--- config.mk ---
export PLATFORM = sky130hd
export DESIGN_NAME = dma_sched
export DESIGN_NICKNAME = d
export VERILOG_FILES = /design/src/rtl/dma_sched.sv
export SDC_FILE = /design/constraint.sdc
export NUM_CORES = 1
export LEC_CHECK = 0
export ABC_AREA = 1
export CORE_UTILIZATION = 44
export CTS_CLUSTER_SIZE = 24
export DETAILED_ROUTE_END_ITERATION = 7
export GPL_TIMING_DRIVEN = 1
export PLACE_DENSITY = 0.93
export SYNTH_ARGS = -nofsm -noshare
export SYNTH_HDL_FRONTEND = slang
export SYNTH_SLANG_ARGS = --single-unit
--- constraint.sdc ---
create_clock -name clk -period 2.9 [get_ports clk]
set_clock_uncertainty 0.1 [all_clocks]
set_input_delay 0.58 -clock clk [delete_from_list [all_inputs] [get_ports clk]]
set_output_delay 0.58 -clock clk [all_outputs]
set_load 0.005 [all_outputs]
--- src/rtl/dma_sched.sv ---
// ----------------------------------------------------------------------------
// dma_sched
//   Schedules the single-port main-memory DMA port shared by the CNN
//   accelerator requesters (weight load, ifmap load, ofmap writeback, ...).
//   Only one requester is granted at a time, and the memory port carries one
//   word per cycle. Read words are streamed back tagged with the requester id.
//   Write words are pulled with a valid/ready handshake.
//
//   Build option:
//     DMA_SCHED_FIXED_PRIO_EN  defined   -> the lowest-index pending requester
//                                           always wins, and no pointer is kept
//                              undefined -> round-robin from a pointer that
//                                           advances past each finished owner
//
//   Ports:
//     clk, rst_n                clock (rising edge), async active-low reset
//     req / req_rw              per-requester request level and direction
//                               (1 = read memory)
//     req_addr / req_len        per-requester burst base address and length
//                               (packed slices)
//     grant / done              one-hot owner for the whole transfer;
//                               one-cycle completion pulse
//     mem_en/mem_rw/mem_addr    memory strobe, direction and word address
//     mem_wdata / mem_rdata     memory write data (equals wr_data) and
//                               read data
//     rd_valid/rd_data/rd_id    read word stream back to the requesters
//     wr_data/wr_valid/wr_ready write word handshake from the granted
//                               requester
// ----------------------------------------------------------------------------
module dma_sched #(
    parameter int ADDR_WIDTH = 20,
    parameter int DATA_WIDTH = 16,
    parameter int LEN_WIDTH  = 8,
    parameter int NUM_REQ    = 3,
    localparam int ID_W      = (NUM_REQ > 1) ? $clog2(NUM_REQ) : 1
) (
    input  logic                          clk,
    input  logic                          rst_n,
    input  logic [NUM_REQ-1:0]            req,
    input  logic [NUM_REQ-1:0]            req_rw,
    input  logic [NUM_REQ*ADDR_WIDTH-1:0] req_addr,
    input  logic [NUM_REQ*LEN_WIDTH-1:0]  req_len,
    output logic [NUM_REQ-1:0]            grant,
    output logic [NUM_REQ-1:0]            done,
    output logic                          mem_en,
    output logic                          mem_rw,
    output logic [ADDR_WIDTH-1:0]         mem_addr,
    output logic [DATA_WIDTH-1:0]         mem_wdata,
    input  logic [DATA_WIDTH-1:0]         mem_rdata,
    output logic                          rd_valid,
    output logic [DATA_WIDTH-1:0]         rd_data,
    output logic [ID_W-1:0]               rd_id,
    input  logic [DATA_WIDTH-1:0]         wr_data,
    input  logic                          wr_valid,
    output logic                          wr_ready
);

    localparam logic [1:0] ST_IDLE  = 2'd0;
    localparam logic [1:0] ST_XFER  = 2'd1;
    localparam logic [1:0] ST_FLUSH = 2'd2;
    localparam logic [1:0] ST_DONE  = 2'd3;

    localparam logic [LEN_WIDTH:0] CNT_ONE = {{LEN_WIDTH{1'b0}}, 1'b1};

    logic [1:0]            state_r;
    logic [1:0]            state_nxt_s;
    logic [ID_W-1:0]       id_r;
    logic [ID_W-1:0]       id_nxt_s;
    logic [ID_W-1:0]       win_s;
    logic                  rw_r;
    logic [ADDR_WIDTH-1:0] base_r;
    logic [LEN_WIDTH-1:0]  len_r;
    logic [LEN_WIDTH:0]    cnt_r;
    logic                  any_req_s;
    logic                  start_s;
    logic                  xfer_s;
    logic                  rd_issue_s;
    logic                  wr_accept_s;
    logic                  last_s;
    logic [NUM_REQ-1:0]    grant_r;
    logic [NUM_REQ-1:0]    done_r;
    logic                  rd_valid_r;
    logic [DATA_WIDTH-1:0] rd_data_r;
    logic [ID_W-1:0]       rd_id_r;

    logic [ADDR_WIDTH-1:0] addr_arr_s [NUM_REQ];
    logic [LEN_WIDTH-1:0]  len_arr_s  [NUM_REQ];

    // Decode a requester index into its one-hot grant/done position.
    function automatic logic [NUM_REQ-1:0] onehot(input logic [ID_W-1:0] id);
        logic [NUM_REQ-1:0] v;
        v     = {NUM_REQ{1'b0}};
        v[id] = 1'b1;
        return v;
    endfunction

    for (genvar g = 0; g < NUM_REQ; g++) begin : g_slice
        assign addr_arr_s[g] = req_addr[g*ADDR_WIDTH +: ADDR_WIDTH];
        assign len_arr_s[g]  = req_len[g*LEN_WIDTH +: LEN_WIDTH];
    end

    assign any_req_s   = |req;
    assign start_s     = (state_r == ST_IDLE) && any_req_s;
    assign xfer_s      = (state_r == ST_XFER);
    assign rd_issue_s  = xfer_s & rw_r;
    assign wr_accept_s = xfer_s & ~rw_r & wr_valid;
    // The counter is one bit wider than len, so len = 2^LEN_WIDTH-1 cannot overflow it.
    assign last_s      = ((cnt_r + CNT_ONE) == {1'b0, len_r});

    // The memory port is driven combinationally from the registered burst
    // state. A write strobe depends on wr_valid in the same cycle.
    assign mem_en    = rd_issue_s | wr_accept_s;
    assign mem_rw    = rd_issue_s;
    assign mem_addr  = xfer_s ? (base_r + ADDR_WIDTH'(cnt_r)) : {ADDR_WIDTH{1'b0}};
    assign mem_wdata = wr_data;
    assign wr_ready  = xfer_s & ~rw_r;

    assign grant    = grant_r;
    assign done     = done_r;
    assign rd_valid = rd_valid_r;
    assign rd_data  = rd_data_r;
    assign rd_id    = rd_id_r;

`ifdef DMA_SCHED_FIXED_PRIO_EN
    // Fixed priority: scan from the top so the lowest pending index is written last.
    always_comb begin
        win_s = {ID_W{1'b0}};
        for (int i = NUM_REQ - 1; i >= 0; i--) begin
            if (req[i]) begin
                win_s = ID_W'(i);
            end else begin
                win_s = win_s;
            end
        end
    end
`else
    logic [ID_W-1:0] ptr_r;
    logic            found_s;
    int              idx_s;

    // Round-robin: the first pending requester at or after the pointer wins.
    always_comb begin
        win_s   = {ID_W{1'b0}};
        found_s = 1'b0;
        idx_s   = 0;
        for (int i = 0; i < NUM_REQ; i++) begin
            idx_s = int'(ptr_r) + i;
            if (idx_s >= NUM_REQ) begin
                idx_s = idx_s - NUM_REQ;
            end else begin
                idx_s = idx_s;
            end
            if (!found_s && req[idx_s]) begin
                win_s   = ID_W'(idx_s);
                found_s = 1'b1;
            end else begin
                found_s = found_s;
            end
        end
    end

    // The pointer moves to the requester after the one that just finished.
    always_ff @(posedge clk or negedge rst_n) begin
        if (!rst_n) begin
            ptr_r <= {ID_W{1'b0}};
        end else if (state_r == ST_DONE) begin
            ptr_r <= (id_r == ID_W'(NUM_REQ - 1)) ? {ID_W{1'b0}} : (id_r + ID_W'(1));
        end
    end
`endif

    // Next-state logic. The winner's own length chooses between a burst and an immediate DONE.
    always_comb begin
        state_nxt_s = state_r;
        id_nxt_s    = id_r;
        case (state_r)
            ST_IDLE: begin
                if (any_req_s) begin
                    id_nxt_s = win_s;
                    if (len_arr_s[win_s] != {LEN_WIDTH{1'b0}}) begin
                        state_nxt_s = ST_XFER;
                    end else begin
                        state_nxt_s = ST_DONE;
                    end
                end else begin
                    state_nxt_s = ST_IDLE;
                end
            end
            ST_XFER: begin
                if (rw_r) begin
                    if (last_s) begin
                        state_nxt_s = ST_FLUSH;
                    end else begin
                        state_nxt_s = ST_XFER;
                    end
                end else begin
                    if (wr_accept_s && last_s) begin
                        state_nxt_s = ST_DONE;
                    end else begin
                        state_nxt_s = ST_XFER;
                    end
                end
            end
            ST_FLUSH: state_nxt_s = ST_DONE;
            ST_DONE:  state_nxt_s = ST_IDLE;
            default:  state_nxt_s = ST_IDLE;
        endcase
    end

    // Burst registers, grant/done outputs registered from the next state, and the read return path.
    always_ff @(posedge clk or negedge rst_n) begin
        if (!rst_n) begin
            state_r    <= ST_IDLE;
            id_r       <= {ID_W{1'b0}};
            rw_r       <= 1'b0;
            base_r     <= {ADDR_WIDTH{1'b0}};
            len_r      <= {LEN_WIDTH{1'b0}};
            cnt_r      <= {(LEN_WIDTH+1){1'b0}};
            grant_r    <= {NUM_REQ{1'b0}};
            done_r     <= {NUM_REQ{1'b0}};
            rd_valid_r <= 1'b0;
            rd_data_r  <= {DATA_WIDTH{1'b0}};
            rd_id_r    <= {ID_W{1'b0}};
        end else begin
            state_r <= state_nxt_s;
            id_r    <= id_nxt_s;
            if (start_s) begin
                rw_r   <= req_rw[win_s];
                base_r <= addr_arr_s[win_s];
                len_r  <= len_arr_s[win_s];
                cnt_r  <= {(LEN_WIDTH+1){1'b0}};
            end else if (rd_issue_s || wr_accept_s) begin
                cnt_r <= cnt_r + CNT_ONE;
            end
            grant_r <= ((state_nxt_s == ST_XFER) || (state_nxt_s == ST_FLUSH)) ?
                       onehot(id_nxt_s) : {NUM_REQ{1'b0}};
            done_r  <= (state_nxt_s == ST_DONE) ? onehot(id_nxt_s) : {NUM_REQ{1'b0}};
            // mem_rdata is sampled on the edge that ends the read strobe cycle.
            rd_valid_r <= rd_issue_s;
            if (rd_issue_s) begin
                rd_data_r <= mem_rdata;
                rd_id_r   <= id_r;
            end
        end
    end

endmodule

==> results.sh <==
export IMPL_p_switching_w=0.004044
export IMPL_start_util_pct=45.84
export IMPL_swShare_pct=47.48
export IMPL_synth_top_flop_cell="dfrtp_1"
export IMPL_gp_congestion=0.9142
export IMPL_cp_end_kind="output pin"
export IMPL_combinationalPowerShare_pct=69.0
export IMPL_antenna_left=0
export IMPL_synth_edf_count=0
export IMPL_pwr_share_seq_pct=21.2
export IMPL_synth_nets=781
export IMPL_hpwl_um=10620
export IMPL_numCtsBuffers=9
export IMPL_violations="setup timing"
export IMPL_synth_async_reset_ratio_pct=100.0
export IMPL_placeableCoreArea_um2=9864
export IMPL_max_vdd_ir_drop_mv=1.101
export IMPL_post_place_ws_ns=-0.3652
export IMPL_status="finished, violations left"
export IMPL_critPathMaxFanout=4
export IMPL_clockBufferDepth=2
export IMPL_drt_iter0_markers=505
export IMPL_netlist_area_um2=4522
export IMPL_finalPower_w=0.008517
export IMPL_io_buffers=156
export IMPL_row_count=36
export IMPL_p_clk_share_pct=9.8
export IMPL_ys_warnings_count=0
export IMPL_grt_max_degree=47
export IMPL_die_w_um=103.4
export IMPL_slew_headroom_pct=59.53
export IMPL_critPathMaxStageDelay_ns=0.43
export IMPL_cap_violations=0
export IMPL_critPathArrivalTime_ns=2.53
export IMPL_diodes=0
export IMPL_required_ns=2.22
export IMPL_grt_pass1_vias=5112
export IMPL_finalHoldViolCount=0
export IMPL_wl_per_cell_um=18.91
export IMPL_viasPerCell=5.736
export IMPL_nets=999
export IMPL_synth_area_per_cell_um2=7.054
export IMPL_ys_seq_area_share_pct=38.18
export IMPL_slew_violations=0
export IMPL_start_kind="flop"
export IMPL_synth_cell_type_count=38
export IMPL_syn_inst=641
export IMPL_die_area_um2=10690
export IMPL_cts_hold_buffers=0
export IMPL_drc=0
export IMPL_hold_ws_ns=0.1073
export IMPL_crit_chain="ha_4 > nand3_1 > nand2_2 > nand2_2 > o21ai_2 > inv_1 > o21ai_2 > inv_2 > nor2_2 > nor2_1 > a211oi_1 > buf_2"
export IMPL_syn2layout_area_growth_pct=60.16
export IMPL_io_pins=189
export IMPL_postLayoutSetupSlackWorst_ns=-0.3112
export IMPL_die_y_um=103.4
export IMPL_first_pass_iters=5
export IMPL_yosys_register_bits=69
export IMPL_powerDensity_nw_per_um2=1176
export IMPL_nFillCells=605
export IMPL_path_clk_slew_ns=0.09
export IMPL_cts_sinks=69
export IMPL_num_vias=5719
export IMPL_worstSkewPairLatency_ns=0.37
export IMPL_setup_viol=20
export IMPL_overflow=0
export IMPL_fmax_mhz=311.4
export IMPL_cts_max_level=3
export IMPL_routed_wl_um=18850
export IMPL_path_class="reg2out"
export IMPL_cts_tree="yes"
export IMPL_gr_usage_all_layers_pct=30.60
export IMPL_drive_gt1_share_pct=23.03
export IMPL_p_leak_nw=3.581
export IMPL_layout_area_seq_um2=1727
export IMPL_cts_root_buffer="clkbuf_8"
export IMPL_rsz0062_at_grt="yes"
export IMPL_grt_pass1_wl_um=24790
export IMPL_fin_cells=997
export IMPL_fin_util_pct=73.41
export IMPL_multi_input_area_um2=2624
export IMPL_slowest_stage="dfrtp_1"
export IMPL_hp_class="in2async"
export IMPL_dp_cells=947
export IMPL_worst_pin_slew_ns=0.6071
export IMPL_min_period_ns=3.211
export IMPL_internal_power_w=0.004473
export IMPL_period_share_pct=110.7
export IMPL_antenna_found_initial=0
area by class of cell:
cell class	instances	area share, %
sequential	69	23.84
clock buffer	9	1.710
timing repair buffer	237	29.99
tap	133	2.298
inverter	92	4.924
multi-input combinational	450	36.23
clock inverter	7	1.002
placed cells by master, fill, tap and decap left out, types with 11 or more instances in the layout:
cell type,n
buf_4,75
nand2_2,11
nand2_1,196
o211ai_1,25
dfrtp_1,69
clkdlybuf4s50_1,136
o21ai_0,22
nor2_1,35
nand3_1,51
inv_1,73
a21oi_1,15
inv_2,15
buf_2,12
power groups by stage:
stage	sequential (W)	combinational, W	clock [W]
final	0.00181	0.00588	0.000836
after global routing	0.00184	0.00627	0.000864
after CTS	0.00172	0.00479	0.000810
after detailed placement	0.00170	0.00454	0
after global placement	0.00167	0.00439	0
after floorplan	0.00168	0.00240	0
worst max-delay path: cells and delay by family, from the launching register on:
| family | cells | cell delay, ns |
|---|---|---|
| flops | 1 | 0.43 |
| buf+inv | 3 | 0.34 |
| simple gates | 5 | 0.50 |
| compound gates | 3 | 0.58 |
| fa+ha+maj | 1 | 0.31 |
metal layers:
layer	track usage [%]	vias up	routed length, µm
li1	-	2498	-
met1	36.17	2622	6576
met2	52.42	459	9229
met3	5.511	140	1779
met4	17.44	0	1268
met5	0	-	0
cell usage after synthesis, drive strengths merged, types with 4 or more instances:
master  number  share of area [%]
nand2      208                 18
inv         92                7.7
dfrtp       69                 38
nand3       61                7.4
nor2        41                3.6
o21ai       35                4.0
buf         26                4.0
o211ai      25                4.2
a21oi       24                2.7
ha          14                3.9
clkbuf       8               0.66
nand4        8                1.1
nor3         5               0.55
o22ai        5               0.69
xnor2        4               0.77
xor2         4               0.77
metrics by stage:
step                cell area, µm²  TNS, ns
finish                        7242   -2.967
global route                  7242   -4.442
CTS                           6819   -1.586
detailed placement            6466   -3.858
global placement              6466   -1.998
floorplan                     4522        0
flip-flops by register name, indices dropped and copies added, names as in the netlist, 3 cells and up:
| name | cells |
|---|---|
| len_r | 8 |
| done | 3 |
| rd_data | 16 |
| base_r | 20 |
| cnt_r | 9 |
| grant | 3 |
path summary, 6_finish.rpt:
check | from | to | slack [ns] | cells past startpoint
max | base_r[2]$_DFFE_PN0P_ | mem_addr[15] | -0.31 | 12
min | rst_n | base_r[10]$_DFFE_PN0P_ | 0.11 | 1
max reg2reg | cnt_r[0]$_DFFE_PN0P_ | grant[2]$_DFF_PN0_ | -0.15 | 15
min reg2reg | rd_data[13]$_DFFE_PN0P_ | rd_data[13]$_DFFE_PN0P_ | 0.37 | 2
max in group asynchronous | rst_n | id_r[1]$_DFF_PN0_ | 1.93 | 2
min in group clk | rd_data[13]$_DFFE_PN0P_ | rd_data[13]$_DFFE_PN0P_ | 0.37 | 2
timing repair:
action                                  in CTS  in global routing
endpoints found under the setup margin      18                 27
setup buffers                               12                 19
pin swaps                                   20                 28
gates cloned                                 0                  4
gates resized for setup                     81                 67
cell families (layout without fill, tap and decap cells):
| kind of cell | after synthesis | count (layout) | synth area share, % |
|---|---|---|---|
| buffers and inverters | 126 | 345 | 12.37 |
| AO/OA/AOI/OAI | 96 | 96 | 12.65 |
| AND/OR/NAND/NOR | 327 | 331 | 30.93 |
| adder cells (fa/ha/maj) | 15 | 15 | 4.317 |
| XOR/XNOR | 8 | 8 | 1.549 |
| flip-flops | 69 | 69 | 38.18 |
Power figures use the tool's default switching activity.
